--- config.mk ---
export PLATFORM = sky130hd
export DESIGN_NAME = ip_video_timing
export DESIGN_NICKNAME = d
export VERILOG_FILES = /design/src/rtl/ip_video_timing.sv
export SDC_FILE = /design/constraint.sdc
export NUM_CORES = 1
export LEC_CHECK = 0
export ABC_AREA = 1
export CAP_MARGIN = 20
export CORE_ASPECT_RATIO = 0.8
export CORE_UTILIZATION = 52
export DETAILED_ROUTE_END_ITERATION = 8
export PLACE_DENSITY = 0.76
export SLEW_MARGIN = 20
export SYNTH_ARGS = -nofsm -noshare
export SYNTH_HDL_FRONTEND = slang
export SYNTH_SLANG_ARGS = --single-unit
--- constraint.sdc ---
create_clock -name clk -period 2.5 [get_ports clk]
set_input_delay 0.5 -clock clk [delete_from_list [all_inputs] [get_ports clk]]
set_output_delay 0.5 -clock clk [all_outputs]
set_load 0.02 [all_outputs]
--- src/rtl/ip_video_timing.sv ---
// ip_video_timing
// ---------------------------------------------------------------------------
// Raster timing generator for the HDMI path. Two free-running counters
// (h_cnt, v_cnt) walk the raster with origin (0,0) at the first active pixel.
// Each line and each frame is laid out as active, front porch, sync, back porch.
// All outputs are decoded from the counters and then registered, so every
// output reflects the counter state of the previous enabled cycle.
//
// Ports:
//   clk         pixel clock
//   reset_n     asynchronous active-low reset
//   enable      1 = counters advance; 0 = counters and all outputs hold
//   video_de    data enable (registered)
//   video_hs    horizontal sync, active level HS_POL (registered)
//   video_vs    vertical sync, active level VS_POL (registered)
//   pixel_x     active column while video_de = 1, else 0
//   pixel_y     active line while video_de = 1, else 0
//   frame_start one-cycle pulse on the first DE cycle of a frame
//   fetch_req   one-cycle pulse PREFETCH clocks before an active line starts
//   fetch_line  line number belonging to the most recent fetch_req
// ---------------------------------------------------------------------------
module ip_video_timing #(
    parameter int H_ACTIVE = 1280,
    parameter int H_FP     = 110,
    parameter int H_SYNC   = 40,
    parameter int H_BP     = 220,
    parameter int V_ACTIVE = 720,
    parameter int V_FP     = 5,
    parameter int V_SYNC   = 5,
    parameter int V_BP     = 20,
    parameter bit HS_POL   = 1'b1,
    parameter bit VS_POL   = 1'b1,
    parameter int PREFETCH = 128
) (
    input  logic        clk,
    input  logic        reset_n,
    input  logic        enable,
    output logic        video_de,
    output logic        video_hs,
    output logic        video_vs,
    output logic [10:0] pixel_x,
    output logic [9:0]  pixel_y,
    output logic        frame_start,
    output logic        fetch_req,
    output logic [9:0]  fetch_line
);

    localparam int H_TOTAL = H_ACTIVE + H_FP + H_SYNC + H_BP;
    localparam int V_TOTAL = V_ACTIVE + V_FP + V_SYNC + V_BP;

    localparam logic [10:0] H_LAST   = 11'(H_TOTAL - 1);
    localparam logic [10:0] H_ACT    = 11'(H_ACTIVE);
    localparam logic [10:0] HS_START = 11'(H_ACTIVE + H_FP);
    localparam logic [10:0] HS_END   = 11'(H_ACTIVE + H_FP + H_SYNC);
    localparam logic [10:0] FETCH_H  = 11'(H_TOTAL - PREFETCH);

    localparam logic [9:0]  V_LAST   = 10'(V_TOTAL - 1);
    localparam logic [9:0]  V_ACT    = 10'(V_ACTIVE);
    localparam logic [9:0]  VS_START = 10'(V_ACTIVE + V_FP);
    localparam logic [9:0]  VS_END   = 10'(V_ACTIVE + V_FP + V_SYNC);

    logic [10:0] h_cnt;
    logic [9:0]  v_cnt;

    logic        de_now;
    logic        hs_now;
    logic        vs_now;
    logic [9:0]  next_line;
    logic        fetch_now;

    // Combinational decode of the current counter state; everything here is
    // registered below so the outputs trail the counters by one enabled cycle.
    // VS depends only on v_cnt, so its edges fall on h_cnt = 0 (progressive).
    always_comb begin
        de_now    = 1'b0;
        hs_now    = 1'b0;
        vs_now    = 1'b0;
        next_line = '0;
        fetch_now = 1'b0;

        de_now    = (h_cnt < H_ACT) && (v_cnt < V_ACT);
        hs_now    = (h_cnt >= HS_START) && (h_cnt < HS_END);
        vs_now    = (v_cnt >= VS_START) && (v_cnt < VS_END);
        next_line = (v_cnt == V_LAST) ? 10'd0 : v_cnt + 10'd1;
        // The line-0 request lands on the last back-porch line because
        // next_line wraps to 0 there.
        fetch_now = (h_cnt == FETCH_H) && (next_line < V_ACT);
    end

    // Raster counters. v_cnt only moves when h_cnt wraps, so both wrap
    // together at the bottom-right corner of the frame.
    always_ff @(posedge clk or negedge reset_n) begin
        if (!reset_n) begin
            h_cnt <= '0;
            v_cnt <= '0;
        end else if (enable) begin
            if (h_cnt == H_LAST) begin
                h_cnt <= '0;
                v_cnt <= (v_cnt == V_LAST) ? 10'd0 : v_cnt + 10'd1;
            end else begin
                h_cnt <= h_cnt + 11'd1;
            end
        end
    end

    // Registered outputs. Holding everything (pulses included) while enable
    // is low keeps pulses from repeating: the counters did not move, so the
    // same decode is simply held rather than re-issued.
    always_ff @(posedge clk or negedge reset_n) begin
        if (!reset_n) begin
            video_de    <= 1'b0;
            video_hs    <= ~HS_POL;
            video_vs    <= ~VS_POL;
            pixel_x     <= '0;
            pixel_y     <= '0;
            frame_start <= 1'b0;
            fetch_req   <= 1'b0;
            fetch_line  <= '0;
        end else if (enable) begin
            video_de    <= de_now;
            video_hs    <= hs_now ? HS_POL : ~HS_POL;
            video_vs    <= vs_now ? VS_POL : ~VS_POL;
            pixel_x     <= de_now ? h_cnt : 11'd0;
            pixel_y     <= de_now ? v_cnt : 10'd0;
            frame_start <= (h_cnt == 11'd0) && (v_cnt == 10'd0);
            fetch_req   <= fetch_now;
            if (fetch_now) begin
                fetch_line <= next_line;
            end
        end
    end

endmodule

==> results.py <==
metrics = {
    "status": {
        "outcome": "finished, final reports clean",
    },
    "global_route": {
        "antenna_found_initial": 0,
        "grt_pass1_vias": 2282,
        "grt_pass1_wl_um": 11000,
        "grt.total_usage_pct": 25.2,
        "grt_max_degree": 32,
        "grt-ovfl-total": 0,
    },
    "logic_synthesis": {
        "ys_ff_latch": 57,
        "ys_seq_area_share_pct": 49.4,
        "avgSynthCellArea_um2": 8.51,
        "async_reset_ff_share_pct": 100,
        "yosysWarnings": 0,
        "syn_area_um2": 2890,
        "synthCells": 339,
        "syn_nets": 350,
        "synth_cell_type_count": 37,
        "synth-edff-count": 0,
        "synthFlopType": "dfrtp_1",
    },
    "pwr": {
        "p_per_area_nw_per_um2": 683,
        "power_uw": 2390,
        "irDropWorstVdd_v": 0.000442,
        "static-leakage-power_uw": 0.00168,
    },
    "clock_tree": {
        "clk_pin_slew_ns": 0.06,
        "cts_tree": "yes",
        "cts-root-buf": "clkbuf_8",
        "cts.repair.resized": 0,
        "cts_sinks": 57,
        "cts_max_path_buffers": 2,
        "cts_made_buffers": 9,
        "clock_latency_ns": 0.34,
        "htree_levels": 3,
        "postCtsHoldBufs": 0,
        "cts_setup_buffers": 0,
    },
    "min_path": {
        "hold_class": "input port to asynchronous set/reset pin",
    },
    "critical_path": {
        "critPathLaunchType": "flop",
        "cp_max_fo": 12,
        "path_class": "flop to flop",
        "cp.arrival_ns": 2.32,
        "rrSetupSlack_ns": 0.46,
        "cp_data_required_time_ns": 2.78,
        "endpoint_kind": "flop",
    },
    "floorplanning": {
        "start_util_pct": 55.7,
        "rows": 23,
        "die_w_um": 85.3,
        "dieArea_um2": 5850,
        "coreArea_um2": 5180,
        "die_y_um": 68.6,
        "io_pins": 39,
    },
    "placement": {
        "hpwl_um": 4710,
        "gp_congestion": 0.879,
        "port-buffer-count": 38,
    },
    "timing": {
        "tightest_slew_ns": 0.682,
        "max_freq_mhz": 489,
        "hold_viol_final": 0,
        "slew_headroom_pct": 54.5,
        "period_share_pct": 81.8,
        "tns_ns": 0,
        "fin_skew_ns": 0.00834,
        "layout_min_cycle_time_ns": 2.04,
        "final-setup-viol-count": 0,
        "slew_viol_final": 0,
        "rsz0062_at_grt": "no",
    },
    "routing": {
        "via_per_inst": 5.47,
        "detail_route.wl_per_cell_um": 14.6,
        "vias": 2458,
        "drt_pre_antenna_iters": 5,
        "drtIter0Drc": 209,
        "drc": 0,
        "ant_nets": 0,
        "routed_wl_um": 6560,
    },
    "cells_and_area": {
        "fillers": 411,
        "finalNetCount": 393,
        "syn2layout_area_growth_pct": 21.4,
        "drive_gt1_share_pct": 12.9,
        "antenna_cells": 0,
    },
    "job": {
        "max-cap-violations": 0,
    },
}
-- report_power, final --
part | internal (uW) | total (uW) | switching [uW]
logic | 177 | 436 | 259
clock network | 485 | 839 | 354
registers | 1020 | 1120 | 101
total | 1680 | 2390 | 714
-- cells by family (layout without fill, tap and decap cells) --
| logic type | count (synthesis) | in the layout | synth area share [%] |
|---|---|---|---|
| xor+xnor | 4 | 4 | 1.21 |
| buf+inv | 49 | 97 | 7.67 |
| compound gates | 51 | 51 | 9.58 |
| fa+ha+maj | 8 | 8 | 3.47 |
| simple gates | 170 | 170 | 28.7 |
| flops | 57 | 57 | 49.4 |
-- cell usage after synthesis (3+ instances only) --
cell / number / share of area [%]
a21oi_1: 9 / 1.6
buf_4: 3 / 0.78
clkbuf_1: 5 / 0.65
dfrtp_1: 57 / 49
ha_1: 8 / 3.5
inv_1: 32 / 4.2
inv_2: 4 / 0.52
nand2_1: 96 / 12
nand2_2: 4 / 0.87
nand3_1: 18 / 3.1
nand3_2: 10 / 3.5
nand4_1: 7 / 1.5
nor2_1: 17 / 2.2
nor2_2: 5 / 1.1
nor3_1: 3 / 0.52
o21ai_0: 32 / 5.5
xor2_1: 4 / 1.2
-- state kept, by name (all words and copies together), names as in the netlist, 10 cells and up --
name,cells
v_cnt,10
h_cnt,11
pixel_x,11
fetch_line,10
pixel_y,10
-- critical path: stages (launching register included) --
cell and delay [ns]:
dfrtp_1 0.41, inv_1 0.16, ha_1 0.20, nand3_1 0.10, nor2_2 0.14, nand2_4 0.11
nand2_1 0.10, nand2_1 0.05, nand2_1 0.10, nand2_2 0.21, nand2_2 0.24, nand2_1 0.09
nand2_1 0.06
-- through the flow --
stage | util [%] | cell area (um2) | setup WS, ns | hold slack (ns) | cells
after floorplan | - | 2890 | 0.867 | 0.204 | 339
after global routing | 67.6 | 3500 | 0.311 | 0.236 | 449
after CTS | 67.6 | 3500 | 0.473 | 0.205 | 449
after detailed placement | 64.0 | 3310 | 0.240 | 0.472 | 433
after global placement | 64.0 | 3310 | 0.343 | 0.463 | 433
final | 67.6 | 3500 | 0.456 | 0.195 | 449
-- routing by layer --
metal / up-vias / global-route usage (%) / routed length [um]
met5: - / 0 / 0
met4: 0 / 8.33 / 92
met1: 1149 / 34.6 / 3120
met2: 110 / 38.6 / 2850
li1: 1185 / - / -
met3: 14 / 7.62 / 490
-- cells in the final DEF, fill, tap and decap left out, drive strengths merged, types with 4 or more instances in the layout --
| cell | netlist | final |
|---|---|---|
| nor2 | 24 | 24 |
| nand2 | 102 | 102 |
| nand4 | 7 | 7 |
| nor3 | 4 | 4 |
| xor2 | 4 | 4 |
| ha | 8 | 8 |
| clkdlybuf4s50 | 0 | 37 |
| nand3 | 28 | 28 |
| a21oi | 9 | 9 |
| o21ai | 34 | 34 |
| buf | 7 | 7 |
| inv | 36 | 36 |
| clkbuf | 5 | 13 |
| dfrtp | 57 | 57 |
-- path summary, 6_finish.rpt --
| check | start | end | cells past startpoint |
|---|---|---|---|
| worst max-delay path | v_cnt[1]$_DFFE_PN0P_ | fetch_line[4]$_DFFE_PN0P_ | 12 |
| worst min-delay path | reset_n | h_cnt[0]$_DFFE_PN0P_ | 1 |
| worst max register to register | v_cnt[1]$_DFFE_PN0P_ | fetch_line[4]$_DFFE_PN0P_ | 12 |
| worst min register to register | pixel_y[8]$_DFFE_PN0P_ | pixel_y[8]$_DFFE_PN0P_ | 2 |
| max in group asynchronous | reset_n | v_cnt[7]$_DFFE_PN0P_ | 2 |
| min in group clk | pixel_y[8]$_DFFE_PN0P_ | pixel_y[8]$_DFFE_PN0P_ | 2 |
-- layout make-up --
cell class              count  area, um2  area share [%]
clock buffers              13        149            4.25
repair buffers             44        433            12.4
inverters                  37        139            3.96
well taps                  62       77.6            2.21
multi-input cells         233       1240            35.4
flip-flops and latches     57       1430            40.7
clock inverters             3       40.0            1.14
(Power assumes the default switching activity.)
